===== config.mk =====
export PLATFORM = sky130hd
export DESIGN_NAME = frv_mtimer
export DESIGN_NICKNAME = d
export VERILOG_FILES = /design/src/rtl/frv_mtimer.sv
export SDC_FILE = /design/constraint.sdc
export NUM_CORES = 1
export LEC_CHECK = 0
export CORE_ASPECT_RATIO = 0.5
export CORE_MARGIN = 3
export CORE_UTILIZATION = 62
export CTS_CLUSTER_SIZE = 16
export DETAILED_ROUTE_END_ITERATION = 16
export DONT_BUFFER_PORTS = 1
export PLACE_DENSITY = 0.78
export SYNTH_ARGS = -nofsm -noshare
export SYNTH_HDL_FRONTEND = slang
export SYNTH_SLANG_ARGS = --single-unit
export TNS_END_PERCENT = 20

===== constraint.sdc =====
create_clock -name g_clk -period 2.9 [get_ports g_clk]
set_clock_uncertainty 0.1 [all_clocks]
set_input_delay 0.145 -clock g_clk [delete_from_list [all_inputs] [get_ports g_clk]]
set_output_delay 0.145 -clock g_clk [all_outputs]
set_load 0.05 [all_outputs]

===== src/rtl/frv_mtimer.sv =====
// Machine timer (mtime/mtimecmp) and software-interrupt (msip) source on a
// req/gnt slave bus with a single outstanding response.
module frv_mtimer #(
  parameter logic [31:0] BASE_ADDR = 32'h0000_1000,
  parameter int unsigned PRESCALE  = 1
) (
  input  logic        g_clk,
  input  logic        g_resetn,
  input  logic        mmio_req,
  output logic        mmio_gnt,
  input  logic        mmio_wen,
  input  logic [3:0]  mmio_strb,
  input  logic [31:0] mmio_addr,
  input  logic [31:0] mmio_wdata,
  output logic        mmio_rsp_valid,
  input  logic        mmio_rsp_ready,
  output logic [31:0] mmio_rsp_rdata,
  output logic        mmio_rsp_error,
  output logic [63:0] mtime,
  output logic        ti_pending,
  output logic        sw_pending
);

  localparam int unsigned CNT_W = (PRESCALE > 1) ? $clog2(PRESCALE) : 1;
  localparam logic [CNT_W-1:0] CNT_MAX = CNT_W'(PRESCALE - 1);

  localparam logic [2:0] SEL_MTIME_LO = 3'd0;
  localparam logic [2:0] SEL_MTIME_HI = 3'd1;
  localparam logic [2:0] SEL_CMP_LO   = 3'd2;
  localparam logic [2:0] SEL_CMP_HI   = 3'd3;
  localparam logic [2:0] SEL_MSIP     = 3'd4;

  logic [63:0]      mtime_q, mtime_d;
  logic [63:0]      cmp_q, cmp_d;
  logic             msip_q, msip_d;
  logic [CNT_W-1:0] cnt_q, cnt_d;
  logic             ti_q, ti_d;
  logic             rsp_valid_q, rsp_valid_d;
  logic [31:0]      rsp_rdata_q, rsp_rdata_d;
  logic             rsp_error_q, rsp_error_d;

  logic             accept;
  logic             hit;
  logic             wr;
  logic [2:0]       sel;
  logic             tick;
  logic [31:0]      rd_val;

  // Byte-lane merge of write data into an existing 32-bit word.
  function automatic logic [31:0] merge_bytes(input logic [31:0] old_val,
                                              input logic [31:0] wd,
                                              input logic [3:0]  be);
    logic [31:0] res;
    res = old_val;
    for (int i = 0; i < 4; i++) begin
      if (be[i]) res[8*i +: 8] = wd[8*i +: 8];
    end
    return res;
  endfunction

  // Only one response may be outstanding; accept again as the current one drains.
  assign mmio_gnt = !rsp_valid_q || mmio_rsp_ready;
  assign accept   = mmio_req && mmio_gnt;
  assign hit      = (mmio_addr[31:5] == BASE_ADDR[31:5]) && (mmio_addr[1:0] == 2'b00);
  assign sel      = mmio_addr[4:2];
  assign wr       = accept && mmio_wen && hit;
  assign tick     = (cnt_q == CNT_MAX);

  // Read mux over the current (pre-write) register values.
  always_comb begin
    rd_val = 32'h0;
    case (sel)
      SEL_MTIME_LO: rd_val = mtime_q[31:0];
      SEL_MTIME_HI: rd_val = mtime_q[63:32];
      SEL_CMP_LO:   rd_val = cmp_q[31:0];
      SEL_CMP_HI:   rd_val = cmp_q[63:32];
      SEL_MSIP:     rd_val = {31'h0, msip_q};
      default:      rd_val = 32'h0;
    endcase
  end

  // Next-state for timer, compare, msip and the response channel.
  always_comb begin
    mtime_d     = mtime_q;
    cmp_d       = cmp_q;
    msip_d      = msip_q;
    cnt_d       = cnt_q;
    rsp_valid_d = rsp_valid_q;
    rsp_rdata_d = rsp_rdata_q;
    rsp_error_d = rsp_error_q;
    ti_d        = (mtime_q >= cmp_q);

    // A software write to either mtime half overrides this cycle's tick.
    if (wr && (sel == SEL_MTIME_LO)) begin
      mtime_d = {mtime_q[63:32], merge_bytes(mtime_q[31:0], mmio_wdata, mmio_strb)};
      cnt_d   = '0;
    end else if (wr && (sel == SEL_MTIME_HI)) begin
      mtime_d = {merge_bytes(mtime_q[63:32], mmio_wdata, mmio_strb), mtime_q[31:0]};
      cnt_d   = '0;
    end else if (tick) begin
      mtime_d = mtime_q + 64'd1;
      cnt_d   = '0;
    end else begin
      cnt_d   = cnt_q + CNT_W'(1);
    end

    if (wr && (sel == SEL_CMP_LO)) cmp_d[31:0]  = merge_bytes(cmp_q[31:0], mmio_wdata, mmio_strb);
    if (wr && (sel == SEL_CMP_HI)) cmp_d[63:32] = merge_bytes(cmp_q[63:32], mmio_wdata, mmio_strb);
    if (wr && (sel == SEL_MSIP) && mmio_strb[0]) msip_d = mmio_wdata[0];

    if (accept) begin
      rsp_valid_d = 1'b1;
      rsp_error_d = !hit;
      rsp_rdata_d = (mmio_wen || !hit) ? 32'h0 : rd_val;
    end else if (rsp_valid_q && mmio_rsp_ready) begin
      rsp_valid_d = 1'b0;
      rsp_error_d = 1'b0;
      rsp_rdata_d = 32'h0;
    end
  end

  // State registers.
  always_ff @(posedge g_clk or negedge g_resetn) begin
    if (!g_resetn) begin
      mtime_q     <= 64'h0;
      cmp_q       <= 64'hFFFF_FFFF_FFFF_FFFF;
      msip_q      <= 1'b0;
      cnt_q       <= '0;
      ti_q        <= 1'b0;
      rsp_valid_q <= 1'b0;
      rsp_rdata_q <= 32'h0;
      rsp_error_q <= 1'b0;
    end else begin
      mtime_q     <= mtime_d;
      cmp_q       <= cmp_d;
      msip_q      <= msip_d;
      cnt_q       <= cnt_d;
      ti_q        <= ti_d;
      rsp_valid_q <= rsp_valid_d;
      rsp_rdata_q <= rsp_rdata_d;
      rsp_error_q <= rsp_error_d;
    end
  end

  assign mmio_rsp_valid = rsp_valid_q;
  assign mmio_rsp_rdata = rsp_rdata_q;
  assign mmio_rsp_error = rsp_error_q;
  assign mtime          = mtime_q;
  assign ti_pending     = ti_q;
  assign sw_pending     = msip_q;

endmodule


# Word level (Yosys, flattened, before mapping)
# Index checks and enable logic that the tools add are counted.
[op_classes]
addsub = 2
order_cmp = 1
n_eq_ne = 16
mux = 17
bitwise_logic = 1
reduce_logical = 34
[ops]
columns = ["op", "n"]
rows = [
  ["$pmux 32 s5", 1],
  ["$mux 32", 4],
  ["$mux 64", 2],
  ["$add 64x1->64 const B", 1],
  ["$ge 64x64->1", 1],
  ["$mux 8", 4],
  ["$eq 27x8->1 const B", 1],
  ["$reduce_and 3->1", 8],
  ["$ne 2x2->1 const B", 9],
  ["$reduce_and 2->1", 8],
  ["$logic_and 1x1->1", 11],
  ["$eq 3x2->1 const B", 2],
  ["$mux 1", 6],
  ["$ne 2x1->1 const B", 2],
  ["$eq 3x1->1 const B", 1],
  ["$eq 3x3->1 const B", 1],
  ["$logic_not 3->1", 1],
  ["$logic_not 1->1", 2],
  ["$logic_not 2->1", 1],
  ["$logic_or 1x1->1", 2],
  ["$reduce_bool 2->1", 1],
  ["$add 1x1->1 const B", 1],
  ["$not 1->1", 1],
]
[totals]
reg_bits = 165
output_inout_bits = 101
wordCells = 93

# Depth between registers and ports, before layout
[depth]
depth_word = 8
ltp_mapped = 9
mapped_depth_nobuf = 8

# Worst setup path before layout
# Ideal clock, no wire load.
[synth_path]
path_type = "register to register"
start = "reg mtime_q[0], in the netlist mtime[0]"
end = "reg mtime_q[60], in the netlist mtime[60]"
setup_time_ns = 0.126
arrival_ns = 2.679
required_ns = 2.674
setup_slack_ns = -0.005
stages_incl_launch_ff = 10
n_path_buf = 2
period_less_slack_ns = 2.905
cell_sequence = "dfrtp_1 ha_1 and4_1 buf_4 nand4_4 or4_1 buf_2 nor4_2 o21ai_0 a221o_1"
[synth_between]
elab_chain_len = 3
[synth_rtl]
columns = ["element", "line_no", "text"]
rows = [
  ["from (decl)", "33", "logic [63:0] mtime_q, mtime_d;"],
  ["from (signal assigned)", "134", "mtime_q <= mtime_d;"],
  ["$add 64x1->64", "101", "mtime_d = mtime_q + 64'd1;"],
  ["$mux 64", "100", "end else if (tick) begin"],
  ["$mux 64", "97", "end else if (wr && (sel == SEL_MTIME_HI)) begin"],
]
# No other way between the ends. The select of a mux whose other input is x is not followed.
# A chain may end at the register's enable or synchronous reset.

# Worst setup path after layout
[layout_path]
start = "reg mtime_q[13], in the netlist mtime[13]"
end = "reg ti_q, in the netlist ti_pending"
[layout_between]
elab_chain_len = 1
[layout_rtl]
columns = ["element", "line_no", "text"]
rows = [
  ["$ge 64x64->1", "91", "ti_d = (mtime_q >= cmp_q);"],
  ["net ti_d", "37", "logic ti_q, ti_d;"],
  ["to (signal assigned)", "138", "ti_q <= ti_d;"],
  ["to (decl)", "37", ""],
]
# The timed path passes the listed nets, and every way through them passes these cells.

==> summary.md <==
| Metric | Value |
|---|---|
| Total die area | 0.0186 mm^2 |
| Synth warn | 0 |
| Multi-input logic area | 0.00575 mm^2 |
| Number of hold buffers added after CTS | 40 |
| Critical Path End Type | flip-flop |
| Total grt overflow | 0 |
| Reg-to-reg slack, setup | 0.13 ns |
| Post-synth EDFFs | 0 |
| Mapped Cells | 1125 |
| Detailed placement HPWL | 27.6 mm |
| Layout cells sized above 1 | 16.4% |
| CTS root buf | clkbuf_16 |
| Tot GR Track Use | 41.9% |
| Commonest non-fill, non-tap cell in the layout | nand2_1 |
| Async SR Flop Fraction | 100% |
| CTS tree | done |
| Final setup violation count | 0 |
| Yosys cell types | 74 |
| Status | finished, violations left |
| Top_reg_cell synth | dfrtp_1 |
| Most frequent cells in the layout | nand2_1 (116), dfrtp_1 (99), buf_4 (97), inv_1 (84), a21oi_1 (73) |
| Top-Level Pins | 174 |
| Post-synthesis simple-gate area fraction | 17.9% |
| PD cells | 410 mW/mm^2 |
| Total CTS buffers | 17 |
| First-pass GRT wire length | 60.0 mm |
| Initial antenna violation count | 1 |
| Mux cell area share after synthesis | 7.60% |
| Worst path cell trace | buf_4 > ha_1 > and4_1 > o311a_1 > a31oi_1 > o22ai_1 > o21ai_0 > o211ai_1 |
| Core area | 0.0159 mm^2 |
| Pins Over Slew Limit | 0 |
| Tmin final | 2.77 ns |
| Worst-path fanout max | 8 |
| Setup CP Type | flip-flop to flip-flop |
| Final period util | 95.6% |
| Total number of vias | 10400 |
| Syn Nets | 1263 |
| Hold slack | -0.699 ns |
| Slew @ Worst Pin | 0.802 ns |
| Post-route cell area | 0.0123 mm^2 |
| Complex-gate fraction of the synthesized area | 21.3% |
| Clock Path Buffers | 2 |
| Adder-Cell Fraction of Synth Area | 7.78% |
| Final ANT Viol Nets | 0 |
| Vias per std cell | 7.14 |
| Starting Density | 65.6% |
| Fillers | 1086 |
| Port Buffers | 0 |
| Syn Std Cell Area | 0.0105 mm^2 |
| Sequential fraction of the synthesis area | 40.0% |
| Nets | 1363 |
| CP arrival | 2.95 ns |
| Initial DRT Pass Iterations | 6 |
| Total wire length | 38.7 mm |
| Final Hold Fails | 164 |
| FMAX | 361 MHz |
| Max IR drop VDD | 358 uV |
| Internal | 3.92 mW |
| Worst min-delay path class | input pin to asynchronous set/reset pin |
| Postcts setup bufs | 0 |
| Xor/xnor share of the synthesized area | 0.251% |
| DR iter-0 viols | 1274 |
| RR Startpoint | mtime[13]$_DFFE_PN0P_ |
| CP max stage delay | 0.54 ns |
| DRC | 0 |
| Synthesized area per cell | 9.29 um^2 |
| Register bit total from synthesis | 164 |
| Main combinational cell family by area after synthesis | compound AO/OA/AOI/OAI gates |
| Placed Area | 0.0113 mm^2 |
| Die W | 190 um |
| R2R cell count | 8 |
| CTS clk-pin slew, worst paths | 0.07 ns |
| Failing checks | negative hold slack |
| Die H | 97.8 um |
| Largest net degree at the start of global routing | 165 |
| Post-DR wirelength/cell | 26.5 um |
| Vias in the first global route | 10400 |
| Setup TNS | 0 ns |
| Comb power frac | 4.4% |
| FP Rows | 32 |
| NetSw | 1.13 mW |
| Slowest cell on crit path | a31oi_1 |
| RSZ-0062 raised after global routing | no |
| Placer Congestion | 1.05 |
| Leak | 5.11 nW |
| Skew-Pair Late Insertion Delay | 0.44 ns |
| H-tree depth | 4 |
| Post-CTS Resized | 0 |
| Layout area overhead | 17.8% |
| Seq pwr share | 45.6% |
| Switching share of power | 22.3% |
| Register area | 0.00419 mm^2 |
| Sink Count | 164 |
| Kind of start point of the critical path | flip-flop |
| Critical Path RT | 3.08 ns |
| Max Cap Viol | 0 |
| Clock power frac | 50.0% |
| Reg2Reg Capture Point | ti_pending$_DFF_PN0_ |
| Slew margin rel. | 46.0% |
## worst max-delay path: cells and delay by family, from the launching register on
kind            cells  cell delay, ns
buf+inv             1            0.21
simple gates        1            0.35
fa+ha+maj           1            0.33
flops               1            0.37
compound gates      5            1.25
## state kept, by name (all words and copies together) (netlist names)
name and count:
sw_pending 1, mmio_rsp_rdata 32, ti_pending 1, mmio_rsp_valid 1
mmio_rsp_error 1, mtime 64, cmp_q 64
## worst max-delay path by stage
stage          slack [ns]                    end  cells past startpoint                   from
2_1_floorplan      0.0003  mtime[60]$_DFFE_PN0P_                      9   mtime[1]$_DFFE_PN0P_
3_3_place_gp         0.28   ti_pending$_DFF_PN0_                      9   mtime[0]$_DFFE_PN0P_
3_5_place_dp         0.26   ti_pending$_DFF_PN0_                      9   mtime[0]$_DFFE_PN0P_
4_1_cts              0.24   ti_pending$_DFF_PN0_                      9   mtime[0]$_DFFE_PN0P_
5_1_grt              0.03   ti_pending$_DFF_PN0_                      9   mtime[0]$_DFFE_PN0P_
6_report             0.13   ti_pending$_DFF_PN0_                      8  mtime[13]$_DFFE_PN0P_
## layer usage
layer | vias to the layer above | share of wire [%] | track usage [%]
met4 | 2 | 3.0 | 13.8
met5 | - | 0.034 | 0
met2 | 780 | 42 | 60.5
li1 | 4464 | - | -
met1 | 5061 | 40 | 58.0
met3 | 120 | 15 | 16.4
## power by group through the flow
stage	Clock, mW	Sequential (mW)	Combinational (mW)
2_1_floorplan	0	2.35	0.0896
3_3_place_gp	0	2.34	0.138
3_5_place_dp	0	2.34	0.140
4_1_cts	2.52	2.30	0.211
5_1_grt	2.62	2.30	0.228
6_report	2.53	2.30	0.223
## synth_stat cells, types with 29 or more instances
library cell,number,area (um^2)
dfrtp_1,100,2500
a221oi_1,33,289
nand3_1,36,180
nand4_1,31,194
clkbuf_1,43,161
inv_1,84,315
nor3_1,29,145
nor2_1,40,150
a21oi_1,73,365
nand2_1,116,435
dfstp_2,64,1680
mux2_1,57,642
o21ai_0,72,360
ha_1,65,813
## layout make-up
type	instances	share of cell area [%]
multi-input cells	821	46.7
flip-flops and latches	164	34.0
repair buffers	137	9.16
clock buffers	22	3.95
inverters	84	2.56
well taps	221	2.25
clock inverters	10	1.37
diodes	1	0.0203
## through the flow
stage | power (mW) | utilization (%) | std cells | hold WS [ns] | worst slack, ns
detailed placement | 2.48 | 70.6 | 1387 | -0.247 | 0.256
CTS | 5.03 | 77.3 | 1459 | -0.700 | 0.244
global route | 5.15 | 77.3 | 1459 | -0.710 | 0.0297
floorplan | 2.43 | - | 1125 | -0.251 | 0.000254
finish | 5.05 | 77.3 | 1460 | -0.699 | 0.128
global placement | 2.48 | 70.6 | 1387 | -0.247 | 0.280
## logic make-up after synthesis
| logic type | after synthesis |
|---|---|
| buffers and inverters | 140 |
| adder cells (fa/ha/maj) | 65 |
| AND/OR/NAND/NOR | 355 |
| multiplexers | 72 |
| flip-flops | 164 |
| XOR/XNOR | 3 |
| AO/OA/AOI/OAI | 326 |
No activity file was read; power rests on OpenSTA's default activity.
